===== src/rtl/wave_pkg.sv =====
// rtl/wave_pkg.sv - shared encodings and helpers for the duty waveform generator
package wave_pkg;

  typedef enum logic [1:0] {
    WAVE_SQUARE = 2'b00,
    WAVE_SAW    = 2'b01,
    WAVE_TRI    = 2'b10,
    WAVE_DC     = 2'b11
  } wave_mode_e;

  localparam int CLIP_W = 2;

  // 100 % duty is half the code space so the PWM stage can compare directly.
  function automatic int full_scale(input int duty_w);
    return 1 << (duty_w - 1);
  endfunction

endpackage


===== src/rtl/duty_prescaler.sv =====
// rtl/duty_prescaler.sv - divides sysclk down to one sample tick every PRESCALE cycles
module duty_prescaler #(
  parameter int PRESCALE = 64
) (
  input  logic sysclk,
  input  logic reset,
  input  logic enable,
  output logic tick
);

  localparam int CNT_W = (PRESCALE > 2) ? $clog2(PRESCALE) : 1;

  logic [CNT_W-1:0] count_q, count_d;
  logic             last;

  assign last = (count_q == CNT_W'(PRESCALE - 1));
  assign tick = enable && last;

  always_comb begin
    count_d = count_q + 1'b1;
    if (!enable || last) begin
      count_d = '0;
    end
  end

  always_ff @(posedge sysclk) begin
    if (reset) begin
      count_q <= '0;
    end else begin
      count_q <= count_d;
    end
  end

endmodule


===== src/rtl/waveform_duty_generator.sv =====
// rtl/waveform_duty_generator.sv - phase-accumulator duty source with square/saw/triangle/DC shapes
module waveform_duty_generator
  import wave_pkg::*;
#(
  parameter int DUTY_W   = 7,
  parameter int PHASE_W  = 12,
  parameter int PRESCALE = 64
) (
  input  logic               sysclk,
  input  logic               reset,
  input  logic               enable,
  input  logic [1:0]         mode,
  input  logic [PHASE_W-1:0] freq_word,
  input  logic [PHASE_W-1:0] sq_thresh,
  input  logic [CLIP_W-1:0]  clip,
  output logic [DUTY_W-1:0]  duty_out,
  output logic               sample_stb,
  output logic               wrap_stb
);

  localparam logic [DUTY_W-1:0] FS_V = DUTY_W'(full_scale(DUTY_W));

  logic               tick;
  logic               carry;
  logic [PHASE_W-1:0] phase_q, phase_d;
  wave_mode_e         mode_q, mode_d;
  logic [CLIP_W-1:0]  clip_q, clip_d;
  logic [PHASE_W-1:0] sq_thr_q, sq_thr_d;
  logic [DUTY_W-2:0]  tri_t;
  logic [DUTY_W-1:0]  raw;
  logic [DUTY_W-1:0]  duty_d;

  duty_prescaler #(
    .PRESCALE(PRESCALE)
  ) u_prescaler (
    .sysclk(sysclk),
    .reset (reset),
    .enable(enable),
    .tick  (tick)
  );

  // The sample is shaped from the post-tick phase and settings so it leaves one cycle after the tick.
  always_comb begin
    {carry, phase_d} = {1'b0, phase_q} + {1'b0, freq_word};
    mode_d   = mode_q;
    clip_d   = clip_q;
    sq_thr_d = sq_thr_q;
    if (!enable || (tick && carry)) begin
      mode_d   = wave_mode_e'(mode);
      clip_d   = clip;
      sq_thr_d = sq_thresh;
    end
    tri_t = phase_d[PHASE_W-2 -: DUTY_W-1];
    case (mode_d)
      WAVE_SQUARE: raw = (phase_d < sq_thr_d) ? FS_V : '0;
      WAVE_SAW:    raw = {1'b0, phase_d[PHASE_W-1 -: DUTY_W-1]};
      WAVE_TRI:    raw = {1'b0, (phase_d[PHASE_W-1] ? ~tri_t : tri_t)};
      default:     raw = FS_V;
    endcase
    duty_d = raw >> clip_d;
  end

  always_ff @(posedge sysclk) begin
    if (reset) begin
      phase_q    <= '0;
      mode_q     <= WAVE_SQUARE;
      clip_q     <= '0;
      sq_thr_q   <= {1'b1, {(PHASE_W-1){1'b0}}};
      duty_out   <= '0;
      sample_stb <= 1'b0;
      wrap_stb   <= 1'b0;
    end else begin
      mode_q   <= mode_d;
      clip_q   <= clip_d;
      sq_thr_q <= sq_thr_d;
      if (!enable) begin
        phase_q    <= '0;
        duty_out   <= '0;
        sample_stb <= 1'b0;
        wrap_stb   <= 1'b0;
      end else if (tick) begin
        phase_q    <= phase_d;
        duty_out   <= duty_d;
        sample_stb <= 1'b1;
        wrap_stb   <= carry;
      end else begin
        sample_stb <= 1'b0;
        wrap_stb   <= 1'b0;
      end
    end
  end

endmodule


===== config.mk =====
export PLATFORM = sky130hd
export DESIGN_NAME = waveform_duty_generator
export DESIGN_NICKNAME = d
export VERILOG_FILES = /design/src/rtl/wave_pkg.sv /design/src/rtl/duty_prescaler.sv /design/src/rtl/waveform_duty_generator.sv
export SDC_FILE = /design/constraint.sdc
export NUM_CORES = 1
export LEC_CHECK = 0
export CAP_MARGIN = 20
export CELL_PAD_IN_SITES_DETAIL_PLACEMENT = 1
export CELL_PAD_IN_SITES_GLOBAL_PLACEMENT = 2
export CORE_MARGIN = 8
export CORE_UTILIZATION = 36
export DETAILED_ROUTE_END_ITERATION = 16
export PLACE_DENSITY = 0.89
export REMOVE_ABC_BUFFERS = 1
export SLEW_MARGIN = 40
export SYNTH_ARGS = -nofsm -noshare
export SYNTH_HDL_FRONTEND = slang
export SYNTH_SLANG_ARGS = --single-unit

===== constraint.sdc =====
create_clock -name sysclk -period 11.2 [get_ports sysclk]
set_input_delay 2.24 -clock sysclk [delete_from_list [all_inputs] [get_ports sysclk]]
set_output_delay 2.24 -clock sysclk [all_outputs]
set_load 0.01 [all_outputs]

Word-level counts from Yosys, hierarchy flattened
Cells that the tools add are included.
- $add $sub $neg: 2
- magnitude comparators: 1
- equal/unequal tests: 3
- shift operators: 1
- muxes and demuxes: 7
- bitwise operators: 3
- reductions and logical operators: 9
- operator list (cell ; number):
    $pmux 7 s3 ; 1
    $add 12x12->13 ; 1
    $lt 12x12->1 ; 1
    $mux 12 ; 1
    $mux 7 ; 1
    $shr 7x2->7 ; 1
    $add 6x1->6 const B ; 1
    $eq 6x6->1 const B ; 1
    $mux 6 ; 1
    $not 6->6 ; 1
    $mux 2 ; 2
    $reduce_or 2->1 ; 2
    $reduce_or 3->1 ; 1
    $eq 2x1->1 const B ; 1
    $eq 2x2->1 const B ; 1
    $logic_and 1x1->1 ; 2
    $logic_not 2->1 ; 1
    $logic_or 1x1->1 ; 2
    $not 1->1 ; 2
    $logic_not 1->1 ; 1
    $mux 1 ; 1
- flip-flop bits (word level): 43
- output and inout bits: 9

Logic depth before layout (Yosys ltp)
- depth in word-level cells: 9
- gate-level depth with buffers: 19
- depth with buffers taken out: 18

Cells and area by module
A second synthesis with hierarchy kept.
- cells, all modules: 319
- area, all modules: 2836.5 um2
- by module, submodules not included (module ; times used ; cells each ; area an instance (um2) ; seq. area each (um2)):
    waveform_duty_generator ; 1 ; 291 ; 2588.7 ; 740.7
    duty_prescaler ; 1 ; 28 ; 247.7 ; 120.1

Least setup slack after synthesis
OpenSTA, ideal clock, no wires.
- kind: input to register
- from: in freq_word[0]
- to: reg duty_out[5]
- arrival time: 5569 ps
- setup slack: 5561 ps
- cell stages on the path: 19
- buffers on the path: 1
- cells stage by stage: ha_1 -> inv_1 -> fa_1 -> nor2b_1 -> o31a_4 -> o21a_1 -> a21oi_4 -> buf_2 -> mux2i_1 -> ha_1 -> a21o_1 -> a21oi_1 -> o21ai_0 -> a21oi_1 -> nor2_1 -> a21oi_1 -> a32oi_1 -> or3_1 -> a21oi_1
- cells in the longest elaborated chain, start to end: 8
- ends and longest elaborated chain (what ; RTL line ; text):
    start: declaration ; waveform_duty_generator.sv:13 ; input logic [PHASE_W-1:0] freq_word,
    $add 12x12->13 * ; waveform_duty_generator.sv:44 ; {carry, phase_d} = {1'b0, phase_q} + {1'b0, freq_word};
    $logic_and 1x1->1 ; waveform_duty_generator.sv:48 ; if (!enable || (tick && carry)) begin
    $logic_or 1x1->1 ; waveform_duty_generator.sv:48 ;
    $mux 12 ; waveform_duty_generator.sv:48 ;
    $lt 12x12->1 ; waveform_duty_generator.sv:55 ; WAVE_SQUARE: raw = (phase_d < sq_thr_d) ? FS_V : '0;
    $mux 7 ; waveform_duty_generator.sv:55 ;
    $pmux 7 s3 ; waveform_duty_generator.sv:54 ; case (mode_d)
    $shr 7x2->7 * ; waveform_duty_generator.sv:60 ; duty_d = raw >> clip_d;
    end signal: assignment ; waveform_duty_generator.sv:83 ; duty_out <= duty_d;
    end: declaration ; waveform_duty_generator.sv:16 ; output logic [DUTY_W-1:0] duty_out,
Every way passes the cells marked *; elsewhere a longest branch is shown, timed or not.
A chain may end at the register's enable or synchronous reset.

Worst setup path in the final report
- from: in freq_word[0]
- to: reg duty_out[4]
Same word-level chain as after synthesis.

==> impl_metrics.toml <==
[clocking]
numCtsBuffers = 5
cts_sinks = 43
clk_pin_slew_worst_paths_ns = 0.08
postCtsSetupBuffers = 0
cts_tree = "done"
clkLatencyLatePin_ns = 0.29
root_buffer = "clkbuf_8"
cts.path.max_buffers = 2
htreeDepth = 2
cts_resized = 0
holdBufCountCts = 0

[synth]
syn_area_per_cell_um2 = 8.456
synth-compound-area-share = 0.2064
yosysUniqueCellTypes = 63
ys_warn_count = 0
synthMuxAreaShare = 0.08029
synth_top_area_cell = "dfxtp_1"
synthTopCellsByArea = "dfxtp_1, ha_1, mux2i_1"
synth_top_family_by_area = "simple AND/OR/NAND/NOR gates"
seq_area_frac_synth = 0.2892
synthCells = 352
synth_area_um2 = 2977
synth_fa_ha_area_frac = 0.1244
synth-xor-area-share = 0.04456
synth_simple_gate_area_frac = 0.2169
ys_ff_latch = 43
ys.flop_type = "dfxtp_1"
postSynth.asyncResetShare = 0
synth.top_cell.area_share = 0.2892
synth_edf_count = 0

[placement]
port_buffers = 39
dp_hpwl_mm = 6.182
gp_congestion = 0.8095

[pwr]
power_density_nw_per_um2 = 94.78
peakVddDrop_v = 0.00004985
p_leak_nw = 1.361

[critical_path]
crit_path_max_incr_delay_ns = 0.59
worstSetupPathType = "in2reg"
worstPathMaxFanout = 17
crit_buf_inv = 2
crit_chain = "clkdlybuf4s50_1, ha_1, inv_1, fa_1, nor2b_1, o31a_4, o21a_1, a21oi_4, mux2i_1, ha_1, and3_1, nand4_1, o21ai_0, a21oi_1, nor2_1, a21oi_1, a21boi_0, a31oi_1, a211oi_1"
crit_path_end_kind = "flip-flop"
cp_top_family = "compound AO/OA/AOI/OAI gates"
critical-path-slowest-cell = "a21oi_4"
worstPathArrival_ns = 6.68
critical_path.startpoint_type = "input pin"
crit_required_ns = 11.40

[worst_hold_path]
hp-class = "reg2reg"

[floorplanning]
ioPinCount = 40
initial_core_util = 0.3659
die_h_um = 106.9
die_w_um = 106.9
fp-row-count = 33
core_area_um2 = 8134
dieArea_um2 = 11430

[drt]
vias_per_cell = 5.384
postRouteAntennaNets = 0
drt_iter0_markers = 104
wl_mm = 7.925
first_pass_iters = 4
wl_per_cell_um = 16.17
vias = 2638
drc_errors = 0

[timing]
maxSlewHeadroom = 0.5212
fin_skew_ns = 0.003235
final_hold_viol_count = 0
setup_viol = 0
fmax_ghz = 0.1544
post-route-min-period_ns = 6.478
tns_ns = 0
tightest_slew_ns = 0.7171
drv_slew = 0
rsz0062_at_grt = "no"
post-route-period-util = 0.5784

[cells_and_area]
drive_above_1_share = 0.08052
fin_util = 0.4332
syn_to_final_growth_pct = 18.37
antenna_cells = 0
final_nets = 445

[grt]
grt_pass1_wl_mm = 13.25
grt_usage = 0.1415
grt_pass1_vias = 2719
grt_antenna_before_repair = 0
grt_max_degree = 21
gr-total-overflow = 0

[flow_run]
drv_cap = 0

[status]
status = "completed"
## state kept, by name, summed over array words and instances (netlist names)
name                 flops
phase_q                 12
sq_thr_q                12
clip_q                   2
u_prescaler.count_q      6
duty_out                 7
mode_q                   2
wrap_stb                 1
sample_stb               1
## path summary, 6_finish.rpt
kind                          start  slack [ns]                      to  depth (start not counted)
min          u_prescaler.count_q[0]        0.45  u_prescaler.count_q[0]                          1
max reg2reg              phase_q[0]        6.78             duty_out[4]                         18
max                    freq_word[0]        4.72             duty_out[4]                         19
min reg2reg  u_prescaler.count_q[0]        0.45  u_prescaler.count_q[0]                          1
## area by class of cell
cell class	instances	area [µm²]
inverter	11	41.29
sequential	43	860.8
multi-input combinational	284	2004
fill	984	4611
timing repair buffer	40	397.9
tap	105	131.4
clock inverter	1	5.005
clock buffer	6	82.58
## report_power, final
group / switching, mW / leakage, nW / internal [mW] / total [mW]
combinational: 0.0408 / 0.964 / 0.0335 / 0.0743
sequential: 0.00128 / 0.350 / 0.157 / 0.158
clock: 0.0534 / 0.0470 / 0.0485 / 0.102
## cell usage after synthesis (all sizes together), types with 3 or more instances
master  count
ha         28
buf         8
nand3       9
nand2      45
inv        11
a21oi      31
xor2        3
a211oi      4
nand2b      6
dfxtp      43
nand4       4
nor2b       5
o211ai      5
mux2i      19
nor2       44
nor3        4
and2        6
and3        6
or3         3
o21ai      15
o21a        4
a32oi       4
clkbuf      6
mux2        4
xnor2      10
## cell families after synthesis
family | after synthesis
and+or+nand+nor | 136
AOI/OAI and AO/OA | 83
DFF | 43
adders and majority gates | 29
buffers and inverters | 25
muxes | 23
xor gates and xnor gates | 13
## cell usage in the layout (no fill, tap or decap), types with 2 or more instances in the layout
master and n:
a211oi_1 4, a21o_1 2, a21oi_1 29, a311oi_1 2
a32oi_1 4, and2_1 6, and3_1 4, and3_4 2
clkbuf_8 6, clkdlybuf4s50_1 39, dfxtp_1 43, ha_1 28
inv_1 10, mux2_2 2, mux2i_1 19, nand2_1 44
nand2b_1 5, nand3_1 7, nand3_2 2, nand4_1 4
nor2_1 44, nor2b_1 5, nor3_1 4, o211ai_1 4
o21a_1 4, o21ai_0 12, o21ai_2 2, or3_1 3
xnor2_1 10, xor2_1 2
## per-layer routing
layer / share of wire / track usage / wire length (µm) / up-vias
li1: - / - / - / 1323
met4: 0.0095 / 0.04121 / 75 / 0
met5: 0 / 0 / 0 / -
met1: 0.46 / 0.1755 / 3652 / 1277
met2: 0.51 / 0.2491 / 4034 / 34
met3: 0.021 / 0.01800 / 163 / 4
## metrics by stage
| step | power (mW) | setup slack (ns) | cell area (µm²) | cells | hold WS, ns |
|---|---|---|---|---|---|
| 2_1_floorplan | 0.2083 | 5.567 | 2904 | 338 | 0.4175 |
| 3_3_place_gp | 0.2333 | 4.473 | 3433 | 483 | 0.4283 |
| 3_5_place_dp | 0.2356 | 4.391 | 3436 | 483 | 0.4474 |
| 4_1_cts | 0.3383 | 4.679 | 3523 | 490 | 0.4571 |
| 5_1_grt | 0.3553 | 4.373 | 3523 | 490 | 0.4836 |
| 6_report | 0.3340 | 4.722 | 3523 | 490 | 0.4538 |
(Power assumes the default switching activity.)
==> RTL edit 1, RTL diff (same flow settings) <==
Put one more register stage on the output `duty_out`, without a reset. The value now appears one clock later. The other outputs are not delayed to match.
--- a/src/rtl/waveform_duty_generator.sv
+++ b/src/rtl/waveform_duty_generator.sv
@@ -19,6 +19,8 @@
 );
 
   localparam logic [DUTY_W-1:0] FS_V = DUTY_W'(full_scale(DUTY_W));
+
+  logic [DUTY_W-1:0] duty_s0;
 
   logic               tick;
   logic               carry;
@@ -66,7 +68,7 @@
       mode_q     <= WAVE_SQUARE;
       clip_q     <= '0;
       sq_thr_q   <= {1'b1, {(PHASE_W-1){1'b0}}};
-      duty_out   <= '0;
+      duty_s0    <= '0;
       sample_stb <= 1'b0;
       wrap_stb   <= 1'b0;
     end else begin
@@ -75,12 +77,12 @@
       sq_thr_q <= sq_thr_d;
       if (!enable) begin
         phase_q    <= '0;
-        duty_out   <= '0;
+        duty_s0    <= '0;
         sample_stb <= 1'b0;
         wrap_stb   <= 1'b0;
       end else if (tick) begin
         phase_q    <= phase_d;
-        duty_out   <= duty_d;
+        duty_s0    <= duty_d;
         sample_stb <= 1'b1;
         wrap_stb   <= carry;
       end else begin
@@ -90,5 +92,9 @@
     end
   end
 
+  always_ff @(posedge sysclk) begin
+    duty_out <= duty_s0;
+  end
+
 endmodule
 
Formal check against the unedited RTL: same outputs for any inputs over 10 cycles, from zero or initial values and one cycle with reset high; that may be too few to reach the edited logic, so the function may still have changed.
==> RTL edit 1 against the unedited design <==
Worst setup slack worse by 0.29 ns. Cell area up 0.36%. Largest power group unchanged. Synthesized area about the same. First-iteration DRC count decreased by 42%. Wire length shrank 2.0%. Via count fell by 5.3%. Non-clock buffer count stayed put. Utilization rose by 0.38 points. Sequential cell count rose by 7. Total power increased by 5.7%.
==> RTL edit 1: results (changes against the unedited design) <==
Vias = 2497 (-5.3%)
Regs by FF count = phase_q x12, sq_thr_q x12
Met2 WL post-DR = 3870 µm (-4.1%)
Slew margin rel. = 50.0% (-2.1 points)
Hold_sp = duty_s0[0]$_SDFFE_PP0N_
Routability cong. = 0.897 (+11%)
Largest net degree at the start of global routing = 22 (+4.8%)
Unique cell type count in the Yosys netlist = 58 (-7.9%)
Lkg Pwr = 1.43 nW (+5.0%)
Critical Path Source = freq_word[0]
Hold Path Class = reg -> reg
CTS resizes = 0 (unchanged)
DP Area = 3450 µm² (+0.51%)
Root buffer cell = clkbuf_8
First-pass GRT wire length = 13100 µm (-1.1%)
TritonRoute pass-1 iters = 4 (unchanged)
Antenna cells = 0 (unchanged)
Setup crit start kind = input port
Hold Buf Count CTS = 0 (unchanged)
Register area share after synthesis = 33.7% (+4.7 points)
Clock skew = 0.0109 ns (+0.00765 ns)
Nets = 427 (-4.0%)
CTS H-Tree Depth = 2 (unchanged)
Share of layout cells above drive strength 1 = 5.46% (-2.6 points)
Top post-synthesis cells by count = dfxtp_1 (50), nand2_1 (38), nor2_1 (32), ha_1 (28), a21oi_1 (24)
M1 WL = 3580 µm (-1.9%)
Synth area leaders = dfxtp_1 (34%), ha_1 (12%), mux2i_1 (6.4%)
HPWL Detailed = 6160 µm (-0.32%)
CP max FO = 16 (-1)
Vias in the first global route = 2677 (-1.5%)
Metal3 WL = 199 µm (+22%)
Status = finished, final reports clean
Post-CTS repair timing setup buffer count = 0 (unchanged)
Drt initial violations = 60 (-42%)
Arrival @ worst endpoint = 6.96 ns (+0.28 ns)
Overall routed net length = 7770 µm (-2.0%)
Port Buffers = 39 (unchanged)
FF-to-FF Start = phase_q[0]$_SDFFE_PP0N_
CTS Buf Count = 5 (unchanged)
Max VDD drop = 40.7 µV (-18%)
Gr usage total = 14.1% (-0.041 points)
Fillers = 984 (unchanged)
==> RTL edit 1: final timing paths <==
path                        endpoint  slack, ns  cells after the start
max          duty_s0[3]$_SDFFE_PP0N_       4.44                     19
min              duty_out[0]$_DFF_P_       0.36                      0
max reg2reg  duty_s0[3]$_SDFFE_PP0N_       6.51                     18
min reg2reg      duty_out[0]$_DFF_P_       0.36                      0
==> RTL edit 1: per-layer routing <==
layer | vias up | GRT usage (%)
li1 | 1258 | -
met1 | 1200 | 16.9
met2 | 32 | 24.8
met3 | 7 | 2.58
met4 | 0 | 4.62
met5 | - | 0
==> RTL edit 1: critical path: stages <==
cell and delay (ns):
clkdlybuf4s50_1 0.47, ha_1 0.20, inv_1 0.07, fa_1 0.40, nand2b_1 0.19, a21o_1 0.20
a21oi_4 0.19, a31oi_4 0.14, o21ai_4 0.57, mux2i_1 0.35, ha_1 0.23, o21ai_0 0.10
nand2b_1 0.09, a21oi_1 0.07, or4_1 0.47, a211oi_1 0.27, nor3_1 0.12, or4_1 0.45
o211a_1 0.14
==> RTL edit 1: through the flow <==
stage          hold WS [ns]  setup slack, ns  power [mW]  cells
2_1_floorplan         0.323             5.20       0.226    320
4_1_cts               0.359             4.43       0.358    471
3_5_place_dp          0.341             4.13       0.252    465
6_report              0.358             4.44       0.353    471
3_3_place_gp          0.340             4.26       0.250    465
5_1_grt               0.372             4.13       0.372    471
==> RTL edit 1: power breakdown <==
group	leakage, nW	total [mW]	internal [mW]	switching (mW)
combinational	0.980	0.0652	0.0302	0.0350
sequential	0.406	0.183	0.181	0.00132
clock	0.0431	0.105	0.0478	0.0573
==> RTL edit 1: kinds of logic (layout without fill, tap and decap cells) <==
| family | Yosys count | in the layout | share of synthesized area, % |
|---|---|---|---|
| simple gates | 117 | 117 | 18.8 |
| compound gates | 81 | 81 | 20.9 |
| flops | 50 | 50 | 33.7 |
| fa+ha+maj | 29 | 29 | 12.5 |
| mux | 21 | 21 | 7.15 |
| buf+inv | 20 | 53 | 2.65 |
| xor+xnor | 15 | 15 | 4.42 |
==> RTL edit 1: cell type report <==
cell class	instances	area, µm²	area share [%]
Timing Repair Buffer	40	398	11.3
Multi-Input combinational cell	263	1900	53.6
Tap cell	105	131	3.72
Clock buffer	6	82.6	2.34
Inverter	7	26.3	0.743
Sequential cell	50	1000	28.3
==> RTL edit 2, RTL diff (config.mk and constraints unchanged) <==
Without the edit above. `PRESCALE` is set to 64 in 2 places; all go to 128.
--- a/src/rtl/duty_prescaler.sv
+++ b/src/rtl/duty_prescaler.sv
@@ -1,6 +1,6 @@
 // rtl/duty_prescaler.sv - divides sysclk down to one sample tick every PRESCALE cycles
 module duty_prescaler #(
-  parameter int PRESCALE = 64
+  parameter int PRESCALE = 128
 ) (
   input  logic sysclk,
   input  logic reset,
--- a/src/rtl/waveform_duty_generator.sv
+++ b/src/rtl/waveform_duty_generator.sv
@@ -4,7 +4,7 @@
 #(
   parameter int DUTY_W   = 7,
   parameter int PHASE_W  = 12,
-  parameter int PRESCALE = 64
+  parameter int PRESCALE = 128
 ) (
   input  logic               sysclk,
   input  logic               reset,
Function: no difference found for any inputs over 10 cycles, from zero or initial values and one cycle with reset high; that may be too few to reach the edited logic, so the function may still have changed.
==> RTL edit 2 against the unedited design <==
First-iteration DRC count decreased by 24%. Critical endpoint is now duty_out[4]$_SDFFE_PP0P_. Sequential cell count rose by 1. Total power rose by 15%. Largest power group unchanged. Sequential share of layout area decreased by 0.58 points. Wire length up 14%. Critical path depth rose by 1. Clock skew grew 0.0064 ns. Clock power up 41%. Cell count increased by 3.9%. Cell area up 4.8%. Synthesized area increased by 4.5%. Worst setup slack improved by 0.13 ns.
==> RTL edit 2: results (changes against the unedited design) <==
Vias in the first global route = 3038 (+12%)
Slew margin rel. = 51.3% (-0.85 points)
HPWL Detailed = 6900 µm (+12%)
Gr usage total = 15.8% (+1.7 points)
CP max FO = 13 (-4)
Placed cells = 502 (+3.9%)
Seq group = 162 µW (+3%)
CORE AREA = 8550 µm² (+5.1%)
Clk. pwr = 144 µW (+41%)
Hold_sp = phase_q[0]$_SDFFE_PP0P_
DP Area = 3560 µm² (+3.8%)
R2r endpoint = duty_out[4]$_SDFFE_PP0P_
Non-clk buf share = 11.4% (+0.089 points)
Drt initial violations = 79 (-24%)
#FFs+latches synth = 44 (+2.3%)
Max VDD drop = 56.2 µV (+13%)
Top post-synthesis cells by count = dfxtp_1 (44), nand2_1 (42), nor2_1 (37), ha_1 (28), a21oi_1 (23)
CP max-delay cell = clkdlybuf4s50_1
Post-route clock period utilization = 56.7% (-1.1 points)
Overall routed net length = 9000 µm (+14%)
Nets = 461 (+3.6%)
Count of multi-input gates = 295 (+3.9%)
Unique cell type count in the Yosys netlist = 59 (-6.3%)
Clk cell area share = 3.49% (+1.0 points)
Hold slack = 0.464 ns (+0.0101 ns)
Arrival @ worst endpoint = 6.53 ns (-0.15 ns)
Setup WS pre-CTS = 4.57 ns (+0.183 ns)
Vias = 2845 (+7.8%)
Synth area leaders = dfxtp_1 (28%), ha_1 (11%), mux2i_1 (5.5%)
Sequential share of cell area = 23.8% (-0.58 points)
Clock power frac = 37.3% (+6.8 points)
First-pass GRT wire length = 15000 µm (+13%)
Multi-input logic area = 2080 µm² (+3.9%)
Routability cong. = 0.829 (+2.4%)
Status = finished, final reports clean
Fillers = 1030 (+4.7%)
NetSw = 101 µW (+5.7%)
Non-clk invs = 12 (+1)
R2R depth = 19 (+1)
Largest net degree at the start of global routing = 22 (+4.8%)
Min-Delay Endpoint = phase_q[0]$_SDFFE_PP0P_
Lkg Pwr = 1.51 nW (+11%)
Regs by FF count = phase_q x12, sq_thr_q x12
Post-Layout Cell Count = 509 (+3.9%)
Clock skew = 0.00961 ns (+0.00637 ns)
Bufs w/o clock = 43 (+7.5%)
Final Core Density = 43.2% (-0.12 points)
Share of layout cells above drive strength 1 = 7.48% (-0.57 points)
-- RTL edit 2: cell count changes after synthesis, sizes merged, moves of 4 or more --
cell,unedited run,this run
nand3,9,16
and3,6,10
xor2,3,7
o211a,0,4
a21oi,31,25
o211ai,5,10
nor2,44,37
-- RTL edit 2: per-layer routing --
| metal | share of wire, % | up-vias | global-route usage (%) | routed length [µm] |
|---|---|---|---|---|
| li1 | - | 1399 | - | - |
| met1 | 45 | 1383 | 19.0 | 4030 |
| met2 | 50 | 52 | 28.5 | 4530 |
| met3 | 3.7 | 11 | 2.72 | 331 |
| met4 | 1.3 | 0 | 3.91 | 118 |
| met5 | 0 | - | 0 | 0 |
-- RTL edit 2: logic make-up after synthesis --
logic type / synth area share [%]
AND/OR/NAND/NOR: 20.8
AO/OA/AOI/OAI: 23.8
flip-flops: 28.3
buffers and inverters: 4.75
adder cells (fa/ha/maj): 11.9
multiplexers: 5.83
XOR/XNOR: 4.51
